$ cat src/rtl/uart_tx_ctrl.sv
// UART transmit serializer: pops FWFT Tx FIFO bytes and frames them start/LSB-first data/stop.
// Optional even-parity bit between data and stop when UART_TX_PARITY_EN is defined.
module uart_tx_ctrl #(
  parameter int CLKS_PER_BIT = 10,
  parameter int DATA_BITS    = 8
) (
  input  logic                 clk,
  input  logic                 n_reset,
  input  logic [DATA_BITS-1:0] tx_data,
  input  logic                 fifo_empty,
  input  logic                 tx_pause,
  output logic                 fifo_deq,
  output logic                 tx_serial,
  output logic                 tx_busy,
  output logic                 byte_done
);

  localparam int BAUD_W = $clog2(CLKS_PER_BIT);
  localparam int BIT_W  = $clog2(DATA_BITS + 1);

  localparam logic [BAUD_W-1:0] BAUD_LAST = BAUD_W'(CLKS_PER_BIT - 1);
  localparam logic [BIT_W-1:0]  BIT_LAST  = BIT_W'(DATA_BITS - 1);

  localparam logic [2:0] IDLE   = 3'd0;
  localparam logic [2:0] LOAD   = 3'd1;
  localparam logic [2:0] START  = 3'd2;
  localparam logic [2:0] DATA   = 3'd3;
  localparam logic [2:0] STOP   = 3'd4;
`ifdef UART_TX_PARITY_EN
  localparam logic [2:0] PARITY = 3'd5;
`endif

  logic [2:0]           state_reg;
  logic [BAUD_W-1:0]    baud_reg;
  logic [BIT_W-1:0]     bit_reg;
  logic [DATA_BITS-1:0] shift_reg;
  logic                 bit_end;

  assign bit_end = (baud_reg == BAUD_LAST);

  always_ff @(posedge clk or negedge n_reset) begin
    if (!n_reset) begin
      state_reg <= IDLE;
      baud_reg  <= '0;
      bit_reg   <= '0;
      shift_reg <= '0;
    end else begin
      case (state_reg)
        IDLE: begin
          if (!fifo_empty && !tx_pause)
            state_reg <= LOAD;
        end
        LOAD: begin
          // The byte is owned by the shift register from here on; FIFO changes no longer matter.
          shift_reg <= tx_data;
          baud_reg  <= '0;
          bit_reg   <= '0;
          state_reg <= START;
        end
        START: begin
          if (bit_end) begin
            baud_reg  <= '0;
            state_reg <= DATA;
          end else begin
            baud_reg <= baud_reg + 1'b1;
          end
        end
        DATA: begin
          if (bit_end) begin
            baud_reg  <= '0;
            shift_reg <= shift_reg >> 1;
            bit_reg   <= bit_reg + 1'b1;
            if (bit_reg == BIT_LAST) begin
`ifdef UART_TX_PARITY_EN
              state_reg <= PARITY;
`else
              state_reg <= STOP;
`endif
            end
          end else begin
            baud_reg <= baud_reg + 1'b1;
          end
        end
`ifdef UART_TX_PARITY_EN
        PARITY: begin
          if (bit_end) begin
            baud_reg  <= '0;
            state_reg <= STOP;
          end else begin
            baud_reg <= baud_reg + 1'b1;
          end
        end
`endif
        STOP: begin
          if (bit_end) begin
            baud_reg  <= '0;
            state_reg <= IDLE;
          end else begin
            baud_reg <= baud_reg + 1'b1;
          end
        end
        default: state_reg <= IDLE;
      endcase
    end
  end

`ifdef UART_TX_PARITY_EN
  logic parity_reg;

  always_ff @(posedge clk or negedge n_reset) begin
    if (!n_reset)
      parity_reg <= 1'b0;
    else if (state_reg == LOAD)
      parity_reg <= ^tx_data;
  end
`endif

  // Line level decodes from registered state only, so reset forces it high at once.
  always_comb begin
    tx_serial = 1'b1;
    case (state_reg)
      START:   tx_serial = 1'b0;
      DATA:    tx_serial = shift_reg[0];
`ifdef UART_TX_PARITY_EN
      PARITY:  tx_serial = parity_reg;
`endif
      default: tx_serial = 1'b1;
    endcase
  end

  assign fifo_deq  = (state_reg == LOAD);
  assign tx_busy   = (state_reg != IDLE);
  assign byte_done = (state_reg == STOP) && bit_end;

endmodule
$ cat config.mk
export PLATFORM = sky130hd
export DESIGN_NAME = uart_tx_ctrl
export DESIGN_NICKNAME = d
export VERILOG_FILES = /design/src/rtl/uart_tx_ctrl.sv
export SDC_FILE = /design/constraint.sdc
export NUM_CORES = 1
export LEC_CHECK = 0
export ABC_CLOCK_PERIOD_IN_PS = 3000
export BUFFER_PORTS_ARGS = -buffer_cell sky130_fd_sc_hd__buf_2
export CAP_MARGIN = 20
export CORE_ASPECT_RATIO = 1.75
export CORE_UTILIZATION = 40
export CTS_CLUSTER_SIZE = 30
export DETAILED_ROUTE_END_ITERATION = 10
export PLACE_DENSITY = 0.55
export SLEW_MARGIN = 40
export SYNTH_ARGS = -nofsm -noshare
export SYNTH_HDL_FRONTEND = slang
export SYNTH_SLANG_ARGS = --single-unit
export TNS_END_PERCENT = 10
$ cat constraint.sdc
create_clock -name clk -period 3 [get_ports clk]
set_input_delay 0.6 -clock clk [delete_from_list [all_inputs] [get_ports clk]]
set_output_delay 0.6 -clock clk [all_outputs]
set_load 0.1 [all_outputs]
# Yosys cells after proc, flatten, opt, wreduce, memory -nomap -nowiden
# Index checks and enable logic that the tools add are counted.
dict set report word_totals {
  out_inout_bits 4
  reg_bits 19
  inputBits 12
}
dict set report classes {
  eq_ne 11
  addsub 2
  n_reduce_logical 11
  mux 13
}
# op n
set op_table {}
lappend op_table {{one-hot mux 4 bit (2 select lines)} 2}
lappend op_table {{one-hot mux 8 bit (2 select lines)} 1}
lappend op_table {{2-to-1 mux 3 bit} 5}
lappend op_table {{one-hot mux 3 bit (5 select lines)} 1}
lappend op_table {{!= test 2 bit (second input constant)} 5}
lappend op_table {{adder 4 x 1 -> 4 bit (second input constant)} 2}
lappend op_table {{2-to-1 mux 4 bit} 2}
lappend op_table {{2-to-1 mux 8 bit} 1}
lappend op_table {{equality test 3 x 2 -> 1 bit (second input constant)} 2}
lappend op_table {{AND reduction 5 bit} 1}
lappend op_table {{equality test 4 x 3 -> 1 bit (second input constant)} 1}
lappend op_table {{equality test 4 bit (second input constant)} 1}
lappend op_table {{nonzero test 2 bit} 2}
lappend op_table {{equality test 3 x 1 -> 1 bit (second input constant)} 1}
lappend op_table {{equality test 3 bit (second input constant)} 1}
lappend op_table {{logical NOT 3 bit} 1}
lappend op_table {{nonzero test 3 bit} 1}
lappend op_table {{OR reduction 3 bit} 1}
lappend op_table {{logical AND 1 bit} 2}
lappend op_table {{logical NOT 1 bit} 2}
lappend op_table {{one-hot mux 1 bit (2 select lines)} 1}
lappend op_table {{AND reduction 2 bit} 1}

# Logic depth before layout (Yosys ltp)
# Gate-level depths: netlist (run 1).
dict set report depth {
  ltp_word 4
  ltp_mapped 7
  ltp_nobuf 6
}

# Worst setup path before layout (run 1)
# OpenSTA, ideal clock, no wires.
dict set report synth_path {
  path_type {flip-flop to output port}
  start {register baud_reg[1]}
  end {output byte_done}
  required_ps 2400
  stages_incl_launch_ff 5
  n_path_buf 0
  arrival_ps 2106
  setup_slack_ps 294
  cell_sequence {dfrtp_1 -> inv_1 -> ha_1 -> nand3b_4 -> nor2_1}
}
dict set report synth_via {
  elab_chain_cells 2
}
# item line
set synth_rtl {}
lappend synth_rtl {{from (decl)} 34} ;# logic [BAUD_W-1:0] baud_reg;
lappend synth_rtl {{from (signal assigned)} 65} ;# baud_reg <= baud_reg + 1'b1;
lappend synth_rtl {{from (signal assigned)} 81} ;# baud_reg <= baud_reg + 1'b1;
lappend synth_rtl {{from (signal assigned)} 99} ;# baud_reg <= baud_reg + 1'b1;
lappend synth_rtl {{equality test 4 bit} 39} ;# assign bit_end = (baud_reg == BAUD_LAST);
lappend synth_rtl {{logical AND 1 bit} 133} ;# assign byte_done = (state_reg == STOP) && bit_end;
lappend synth_rtl {{to (decl)} 15} ;# output logic byte_done
# Every way passes these cells.

# Worst setup path after layout (run 1)
dict set report layout_path {
  start {register state_reg[2]}
  end {output fifo_deq}
}
dict set report layout_via {
  elab_chain_cells 1
}
# item line
set layout_rtl {}
lappend layout_rtl {{from (decl)} 33} ;# logic [2:0] state_reg;
lappend layout_rtl {{from (signal assigned)} 43} ;# state_reg <= IDLE;
lappend layout_rtl {{from (signal assigned)} 51} ;# state_reg <= LOAD;
lappend layout_rtl {{from (signal assigned)} 58} ;# state_reg <= START;
lappend layout_rtl {{equality test 3 x 1 -> 1 bit} 131} ;# assign fifo_deq = (state_reg == LOAD);
lappend layout_rtl {{to (decl)} 12} ;# output logic fifo_deq,
# Every way passes these cells.

==> run summary, run 1 <==
status: completed
clk slew on worst S/H paths: 70 ps
LEAKAGE: 0.5525 nW
number of global-route vias before repair: 943
Max Cap Viol: 0
setup tns final: 0 ps
maximum vdd drop: 0.4168 mV
Syn Inst Count: 123
crit path DAT: 1920 ps
Worst-Skew Late Latency: 250 ps
routed via count: 912
Post-Syn Nets: 138
clock tree buffer depth: 2
Area Growth Syn to Fin: 8.543%
Synth Area in Adders: 3.286%
Crit. End Element: output pin
Crit path max-delay family: simple AND/OR/NAND/NOR gates
# fillers: 269
worst-margin pin slew: 542.6 ps
number of flip-flops in the largest register: 8
Critical R2R Launch: state_reg[2]$_DFFE_PN0P_
Starting DRT DRC Count: 21
wire per inst: 14.37 um
antenna violations before repair: 0
WP buf/inv: 1
Final Cycle Share: 83.87%
ys async rst share: 100.0%
ys flop type: dfrtp_1
number of flops mapped to enable cells by yosys: 0
FMAX: 0.3974 GHz
die height: 72.70 um
fin cells: 161
syn avg cell area: 9.287 um2
Syn Std Cell Area: 1142 um2
DRC errors left: 0
Hold Crit Class: in -> async
power density over the cells: 1092 nW/um2
die area: 3082 um2
GRT Overall Usage: 16.74%
Starting Density: 42.47%
worst-path maximum fanout: 17
slowest stage cell, crit path: dfrtp_1
# diodes: 0
placed cells: 157
Pwr Total: 1.353 mW
core area: 2690 um2
DRT Pass-1 Iters: 6
IO Port Bufs: 15
Num CTS Buffers: 3
remaining antenna violation count: 0
Worst EP required: 2400 ps
Setup Skew: 1.673 ps
HPWL Detailed: 1729 um
register area: 475.5 um2
CTS H-Tree Depth: 1
Post-Synth XOR/XNOR Area: 0.7667%
multi-input logic area: 595.6 um2
Startpoint Class: flop
Synth Warn #: 0
largest net degree at the start of global routing: 20
CP max stage delay: 540 ps
CP endpoint: fifo_deq
Place WS: 764.4 ps
CP Launch Point: state_reg[2]$_DFFE_PN0P_
# setup viols final: 0
sequential element share of the synthesized area: 41.62%
setup bufs post-CTS: 0
min Tclk post-route: 2516 ps
max-slew violation count: 0
clock tree from TritonCTS: built
Levels on crit path: 3
number of gates resized after CTS: 0
Worst Reg2Reg Path Length in Cells: 4
layout cells sized above 1: 19.40%
Slew HR: 63.82%
# IOs: 16
RSZ-0062 raised after global routing: false
final-report hold violation count: 0
final core area utilization: 46.09%
Yosys cell types: 44
Hold-fix buffers, CTS: 0
Critical R2R Capture: shift_reg[1]$_DFFE_PN0P_
main combinational cell family by area after synthesis: simple AND/OR/NAND/NOR gates
grt total ovfl: 0
setup ws final: 483.8 ps
Synth Register Bits: 19
crit path cell chain: nand2b_1, nor2_1, buf_2
Setup CP Type: reg -> out
nets@finish: 150
row cnt: 25
Sink Count: 19
post-synthesis simple-gate area fraction: 23.55%
reg-to-reg slack, setup: 1050 ps
Via density: 5.665
CTS root buffer: clkbuf_8
drt total wl: 2314 um
mux contribution to synthesized area: 6.134%
first-pass GRT wire length: 4057 um
RD Place Congestion: 0.7440
compound-gate portion of the synthesized area: 18.40%
Chip Width: 42.40 um
==> logic make-up after synthesis <==
kind of cell,Yosys count
xor gates and xnor gates,1
muxes,7
buffers and inverters,12
DFF,19
and+or+nand+nor,50
adders and majority gates,3
AOI/OAI and AO/OA,31
==> metrics by stage <==
step | hold slack [ps] | area, um2
3_5_place_dp | 521.2 | 1195
3_3_place_gp | 511.5 | 1195
6_report | 285.1 | 1240
5_1_grt | 317.2 | 1240
4_1_cts | 298.5 | 1240
2_1_floorplan | 304.4 | 1142
==> where the power goes <==
part | internal, mW | total, mW | switching [mW]
Combinational | 0.265 | 0.677 | 0.412
Sequential | 0.363 | 0.505 | 0.142
Clock | 0.0940 | 0.171 | 0.0769
Total | 0.722 | 1.35 | 0.631
==> Yosys cell counts, drive strengths merged, types with 2 or more instances <==
library cell | instances | share of area, %
o21ai | 6 | 2.6
a211oi | 2 | 1.8
mux2i | 7 | 6.1
nand2 | 12 | 4.2
nor4 | 2 | 1.6
ha | 3 | 3.3
nor4b | 2 | 1.5
nor3 | 5 | 2.6
inv | 4 | 1.3
a211o | 2 | 1.5
dfrtp | 19 | 42
nand2b | 2 | 1.1
nand3 | 3 | 1.3
buf | 7 | 4.6
or2 | 2 | 1.1
a21oi | 12 | 6.2
nor2 | 16 | 5.3
==> per-layer routing <==
metal,share of wire [%],global-route usage (%)
met3,2.6,1.733
met4,0.99,6.944
met5,0,0
met2,55,31.45
met1,42,18.64
==> area by class of cell <==
type	instances	area share, %
tap	27	2.725
multi-input combinational	92	48.03
timing repair buffer	15	6.054
inverter	4	1.211
sequential	19	38.35
clock buffer	4	3.633
==> cell usage in the layout (no fill, tap or decap), types with 2 or more instances in the layout <==
cell type	n
nor2_1	16
ha_1	3
inv_1	3
nor3_1	4
buf_2	15
clkbuf_8	3
nor4b_1	2
a21oi_1	11
a211o_1	2
nand3_1	3
nand2b_1	2
mux2i_1	7
nand2_1	11
dfrtp_1	19
o21ai_0	5
==> worst min path at each step <==
stage	startpoint	end	slack (ps)
6_report	n_reset	shift_reg[2]$_DFFE_PN0P_	290
5_1_grt	n_reset	shift_reg[2]$_DFFE_PN0P_	320
4_1_cts	n_reset	baud_reg[3]$_DFFE_PN0P_	300
3_5_place_dp	shift_reg[6]$_DFFE_PN0P_	shift_reg[6]$_DFFE_PN0P_	520
3_3_place_gp	shift_reg[2]$_DFFE_PN0P_	shift_reg[2]$_DFFE_PN0P_	510
2_1_floorplan	n_reset	baud_reg[0]$_DFFE_PN0P_	300
==> worst register-to-register path: stages (launching register included) <==
cell and delay [ps]:
dfrtp_1 620, nand2b_1 450, or2_1 410, mux2i_1 250
a21oi_1 90
Power figures use the tool's default switching activity.
==> run 2, diff against run 1 <==
--- a/config.mk
+++ b/config.mk
@@ -5,14 +5,14 @@
 export SDC_FILE = /design/constraint.sdc
 export NUM_CORES = 1
 export LEC_CHECK = 0
-export ABC_CLOCK_PERIOD_IN_PS = 3000
+export ABC_CLOCK_PERIOD_IN_PS = 2300
 export BUFFER_PORTS_ARGS = -buffer_cell sky130_fd_sc_hd__buf_2
 export CAP_MARGIN = 20
 export CORE_ASPECT_RATIO = 1.75
 export CORE_UTILIZATION = 40
 export CTS_CLUSTER_SIZE = 30
 export DETAILED_ROUTE_END_ITERATION = 10
-export PLACE_DENSITY = 0.55
+export PLACE_DENSITY = 0.57
 export SLEW_MARGIN = 40
 export SYNTH_ARGS = -nofsm -noshare
 export SYNTH_HDL_FRONTEND = slang
==> constraint.sdc (replaced) <==
create_clock -name clk -period 2.3 [get_ports clk]
set_input_delay 0.46 -clock clk [delete_from_list [all_inputs] [get_ports clk]]
set_output_delay 0.46 -clock clk [all_outputs]
set_load 0.1 [all_outputs]
==> run 2 against run 1 <==
  * Flip-flop and latch count did not move
  * Largest cell class unchanged
  * Clock power rose by 41%
  * Critical path type unchanged
  * Clock skew hardly changed
  * Core utilization up 1.8 points
  * Die area stayed put
  * Via count increased by 4.3%
  * Hold slack lost 150 ps
  * Design area increased by 3.8%
  * Global-route usage rose by 1.8 points
  * Wire length increased by 3.8%
==> run summary, run 2 (synthesis gave the netlist of run 1 again) <==
status: completed (unchanged)
grt total ovfl: 0 (unchanged)
Hold Crit Class: in -> async (unchanged)
remaining antenna violation count: 0 (unchanged)
Crit. End Element: output pin (unchanged)
RD Place Congestion: 0.8889 (was 0.7440)
Startpoint Class: flop (unchanged)
setup bufs post-CTS: 0 (unchanged)
Worst-Skew Late Latency: 260 ps (was 250 ps)
drt total wl: 2401 um (was 2314 um)
core area: 2690 um2 (unchanged)
wire per inst: 14.55 um (was 14.37 um)
worst-path maximum fanout: 8 (was 17)
IO Port Bufs: 15 (unchanged)
min Tclk post-route: 2189 ps
Hold WS: 134.7 ps (was 285.1 ps)
CTS H-Tree Depth: 1 (unchanged)
cell internal pwr: 989.2 uW (was 722.0 uW)
first-pass GRT wire length: 4319 um (was 4057 um)
leading cell type in the layout, fill and taps excluded: dfrtp_1 (unchanged)
NetSw: 841.5 uW (was 631.5 uW)
Flop pwr share: 33.1% (was 37.3%)
area post-placement: 1242 um2 (was 1195 um2)
Worst EP required: 1840 ps (was 2400 ps)
HPWL Detailed: 1790 um (was 1729 um)
largest net degree at the start of global routing: 20 (unchanged)
CP max stage delay: 430 ps (was 540 ps)
Logic pwr share: 53.7% (was 50.1%)
Setup CP Type: reg -> out (unchanged)
commonest cells after routing, fill and taps aside: dfrtp_1, nor2_1, buf_2, nand2_1, a21oi_1 (unchanged)
Via density: 5.764 (was 5.665)
Crit path max-delay family: buffers and inverters (was simple AND/OR/NAND/NOR gates)
number of flip-flops in the largest register: 8 (unchanged)
GR peak layer: met2 (unchanged)
clock tree buffer depth: 2 (unchanged)
Setup Skew: 2.168 ps (was 1.673 ps)
routed via count: 951 (was 912)
GR Util met2: 33.16% (was 31.45%)
RSZ-0062 raised after global routing: false (unchanged)
max-slew violation count: 0 (unchanged)
nets@finish: 154 (was 150)
row cnt: 25 (unchanged)
Starting DRT DRC Count: 14 (was 21)
# diodes: 0 (unchanged)
Area Growth Syn to Fin: 12.70% (was 8.543%)
Num CTS Buffers: 3 (unchanged)
GRT Overall Usage: 18.54% (was 16.74%)
WP buf/inv: 2 (was 1)
final-report hold violation count: 0 (unchanged)
Sink Count: 19 (unchanged)
Finished Cell Area: 1287 um2 (was 1240 um2)
Starting Density: 42.47% (unchanged)
Switching Share: 45.97% (was 46.66%)
die area: 3082 um2 (unchanged)
layout cells sized above 1: 22.46% (was 19.40%)
Slew HR: 67.99% (was 63.82%)
clk slew on worst S/H paths: 70 ps (about the same)
met1 GRT Util: 19.65% (was 18.64%)
slowest stage cell, crit path: dfrtp_1 (unchanged)
number of gates resized after CTS: 0 (unchanged)
number of global-route vias before repair: 1,024 (was 943)
worst-margin pin slew: 483.5 ps (was 542.6 ps)
Hold-fix buffers, CTS: 0 (unchanged)
maximum vdd drop: 0.6638 mV (was 0.4168 mV)
power density over the cells: 1422 nW/um2 (was 1092 nW/um2)
clock tree from TritonCTS: built (unchanged)
CTS root buffer: clkbuf_8 (unchanged)
die height: 72.70 um (unchanged)
LEAKAGE: 0.5743 nW (was 0.5525 nW)
met3 Track Usage GR: 2.228% (was 1.733%)
crit path cell chain: inv_1, ha_1, nand3b_4, nor2_2, buf_2 (was nand2b_1, nor2_1, buf_2)
clock group share of total power: 13.2% (was 12.6%)
# setup viols final: 0 (unchanged)
Chip Width: 42.40 um (unchanged)
crit path DAT: 1730 ps (was 1920 ps)
# IOs: 16 (unchanged)
Final Cycle Share: 95.19%
Max Cap Viol: 0 (unchanged)
DRC errors left: 0 (unchanged)
antenna violations before repair: 0 (unchanged)
FMAX: 0.4568 GHz
DRT Pass-1 Iters: 4 (was 6)
[run 2: final timing paths]
| path | slack, ps | cells after the start | end | start |
|---|---|---|---|---|
| worst max-delay path | 110 | 5 | byte_done | baud_reg[1]$_DFFE_PN0P_ |
| max in group asynchronous | 1850 | 1 | bit_reg[0]$_DFFE_PN0P_ | n_reset |
| min in group clk | 400 | 3 | shift_reg[7]$_DFFE_PN0P_ | tx_data[7] |
| worst min register to register | 530 | 2 | shift_reg[3]$_DFFE_PN0P_ | shift_reg[3]$_DFFE_PN0P_ |
| worst min-delay path | 130 | 1 | state_reg[1]$_DFFE_PN0P_ | n_reset |
| worst max register to register | 530 | 6 | state_reg[1]$_DFFE_PN0P_ | baud_reg[1]$_DFFE_PN0P_ |
[run 2: per-layer routing]
metal	up-vias	share of wire, %
li1	469	-
met1	457	39
met2	20	56
met3	5	2.9
met4	0	2.3
met5	-	0
[run 2: worst register-to-register path, cell delays in order (launching register included)]
cell and delay [ps]:
dfrtp_1 430, inv_1 110, ha_1 220, and3b_1 400
nand2_2 110, nor3_2 270, a211oi_1 120
[run 2: per-stage QoR]
stage | setup TNS (ps) | setup WS, ps | power (mW) | utilization, % | instances
after floorplan | -307.7 | -217.9 | 1.444 | - | 123
after global placement | 0 | 442.9 | 1.585 | 46.19 | 161
after detailed placement | 0 | 404.2 | 1.609 | 46.19 | 161
after CTS | 0 | 108.8 | 1.851 | 47.86 | 165
after global routing | 0 | 20.27 | 1.991 | 47.86 | 165
final | 0 | 110.7 | 1.831 | 47.86 | 165
[run 2: final cells by class]
class | count | area [um2]
Sequential cell | 19 | 475.5
Inverter | 4 | 15.01
Multi-Input combinational cell | 92 | 598.1
Tap cell | 27 | 33.78
Fill cell | 262 | 1403
Timing Repair Buffer | 19 | 120.1
Clock buffer | 4 | 45.04
[run 2: power by group through the flow]
stage	Sequential (mW)	Combinational, mW	Clock (mW)
2_1_floorplan	0.573	0.870	0
3_3_place_gp	0.606	0.979	0
3_5_place_dp	0.615	0.995	0
4_1_cts	0.606	0.999	0.246
5_1_grt	0.627	1.11	0.254
6_report	0.606	0.984	0.241
==> run 3, diff against run 2 <==
--- a/config.mk
+++ b/config.mk
@@ -8,11 +8,11 @@
 export ABC_CLOCK_PERIOD_IN_PS = 2300
 export BUFFER_PORTS_ARGS = -buffer_cell sky130_fd_sc_hd__buf_2
 export CAP_MARGIN = 20
-export CORE_ASPECT_RATIO = 1.75
-export CORE_UTILIZATION = 40
+export CORE_ASPECT_RATIO = 1.2
+export CORE_UTILIZATION = 50
 export CTS_CLUSTER_SIZE = 30
 export DETAILED_ROUTE_END_ITERATION = 10
-export PLACE_DENSITY = 0.57
+export PLACE_DENSITY = 0.7
 export SLEW_MARGIN = 40
 export SYNTH_ARGS = -nofsm -noshare
 export SYNTH_HDL_FRONTEND = slang
==> run 3 against run 2 <==
  * Core utilization up 12 points
  * Die area down 20%
  * Largest power group unchanged
  * Power down 5.7%
  * Largest cell class unchanged
  * Critical endpoint is now fifo_deq
==> run summary, run 3 (synthesis gave the netlist of run 1 again) <==
status: completed (unchanged)
min Tclk post-route: 2144 ps (was 2189 ps)
RSZ-0062 raised after global routing: false (unchanged)
crit path DAT: 1680 ps (was 1730 ps)
Worst EP required: 1840 ps (about the same)
remaining antenna violation count: 0 (unchanged)
# setup viols final: 0 (unchanged)
Final Cycle Share: 93.21% (was 95.19%)
grt total ovfl: 0 (unchanged)
clk slew on worst S/H paths: 110 ps (was 70 ps)
worst-margin pin slew: 476.2 ps (was 483.5 ps)
placed cells: 162 (was 161)
clock tree from TritonCTS: built (unchanged)
DRC errors left: 0 (unchanged)
fin cells: 166 (was 165)
drt total wl: 2164 um (was 2401 um)
Hold WS: 70.88 ps (was 134.7 ps)
IO Port Bufs: 15 (unchanged)
Starting DRT DRC Count: 20 (was 14)
Worst-Skew Late Latency: 310 ps (was 260 ps)
Setup CP Type: reg -> out (unchanged)
reg-to-reg slack, setup: 490 ps (was 530 ps)
leading cell type in the layout, fill and taps excluded: dfrtp_1 (unchanged)
clock tree buffer depth: 2 (unchanged)
wire per inst: 13.04 um (was 14.55 um)
final-report hold violation count: 0 (unchanged)
CP endpoint: fifo_deq (was byte_done)
Num CTS Buffers: 3 (unchanged)
# IOs: 16 (unchanged)
worst-path maximum fanout: 11 (was 8)
Hold-fix buffers, CTS: 0 (unchanged)
CTS H-Tree Depth: 1 (unchanged)
# diodes: 0 (unchanged)
CP Launch Point: state_reg[0]$_DFFE_PN0P_ (was baud_reg[1]$_DFFE_PN0P_)
FMAX: 0.4664 GHz (was 0.4568 GHz)
Max Cap Viol: 0 (unchanged)
number of flip-flops in the largest register: 8 (unchanged)
first-pass GRT wire length: 3684 um (was 4319 um)
Critical R2R Launch: baud_reg[1]$_DFFE_PN0P_ (unchanged)
max-slew violation count: 0 (unchanged)
LEAKAGE: 0.5559 nW (was 0.5743 nW)
row cnt: 18 (was 25)
commonest cells after routing, fill and taps aside: dfrtp_1, nor2_1, buf_2, nand2_1, a21oi_1 (unchanged)
RD Place Congestion: 0.8475 (was 0.8889)
die height: 54.36 um (was 72.70 um)
Starting Density: 53.96% (was 42.47%)
Finished Cell Area: 1262 um2 (was 1287 um2)
power density over the cells: 1367 nW/um2 (was 1422 nW/um2)
CTS root buffer: clkbuf_4 (was clkbuf_8)
Critical R2R Capture: state_reg[1]$_DFFE_PN0P_ (unchanged)
register area: 475.5 um2 (unchanged)
Chip Width: 45.64 um (was 42.40 um)
Crit. End Element: output pin (unchanged)
DRT Pass-1 Iters: 4 (unchanged)
core area: 2117 um2 (was 2690 um2)
largest net degree at the start of global routing: 20 (unchanged)
Area Growth Syn to Fin: 10.51% (was 12.70%)
nets@finish: 152 (was 154)
number of global-route vias before repair: 898 (was 1,024)
antenna violations before repair: 0 (unchanged)
# fillers: 210 (was 262)
die area: 2481 um2 (was 3082 um2)
Hold Crit Class: in -> async (unchanged)
Worst Reg2Reg Path Length in Cells: 6 (unchanged)
Sink Count: 19 (unchanged)
area post-placement: 1231 um2 (was 1242 um2)
maximum vdd drop: 0.8402 mV (was 0.6638 mV)
routed via count: 918 (was 951)
Via density: 5.530 (was 5.764)
multi-input logic area: 600.6 um2 (was 598.1 um2)
Startpoint Class: flop (unchanged)
layout cells sized above 1: 22.06% (was 22.46%)
HPWL Detailed: 1621 um (was 1790 um)
Slew HR: 68.25% (was 67.99%)
GRT Overall Usage: 20.70% (was 18.54%)
Setup Skew: 3.495 ps (was 2.168 ps)
[run 3: worst min path at each step]
stage                     slack [ps]                      end    start  cells after the start
after global placement           420  baud_reg[3]$_DFFE_PN0P_  n_reset                      1
final                             70  baud_reg[3]$_DFFE_PN0P_  n_reset                      1
after CTS                         80  baud_reg[3]$_DFFE_PN0P_  n_reset                      1
after global routing             130  baud_reg[3]$_DFFE_PN0P_  n_reset                      1
after floorplan                  160  baud_reg[0]$_DFFE_PN0P_  n_reset                      0
after detailed placement         430  baud_reg[3]$_DFFE_PN0P_  n_reset                      1
[run 3: critical path, stage by stage, from the launching register on]
cell and delay (ps):
dfrtp_1 550, nand2b_1 340, nor2_2 280, buf_12 210
[run 3: final cells by class]
class	instances	area share, %
multi-input combinational	92	47.57
sequential	19	37.66
timing repair buffer	17	8.523
tap	30	2.973
clock buffer	4	2.081
inverter	4	1.189
[run 3: metrics by stage]
stage | utilization (%) | power, mW | setup WS (ps) | setup TNS, ps
6_report | 59.63 | 1.726 | 156.1 | 0
5_1_grt | 59.63 | 1.857 | 26.34 | 0
4_1_cts | 59.40 | 1.739 | 63.80 | 0
3_5_place_dp | 58.16 | 1.564 | 411.6 | 0
3_3_place_gp | 58.16 | 1.541 | 442.1 | 0
2_1_floorplan | - | 1.444 | -217.9 | -307.7
[run 3: report_power, final]
part / total, mW / switching (mW) / internal (mW)
logic: 0.930 / 0.562 / 0.368
registers: 0.620 / 0.147 / 0.473
clock network: 0.176 / 0.108 / 0.0678
[run 3: per-layer routing]
| layer | global-route usage [%] | up-vias | wire length [um] |
|---|---|---|---|
| met1 | 24.47 | 432 | 967 |
| li1 | - | 467 | - |
| met4 | 10.10 | 0 | 42 |
| met2 | 36.67 | 14 | 1095 |
| met5 | 0 | - | 0 |
| met3 | 2.310 | 5 | 59 |
[run 3: what timing repair did]
action                                  CTS  global route
gates resized for setup                   0             2
endpoints found under the setup margin    0             2
buffers inserted                          0             0
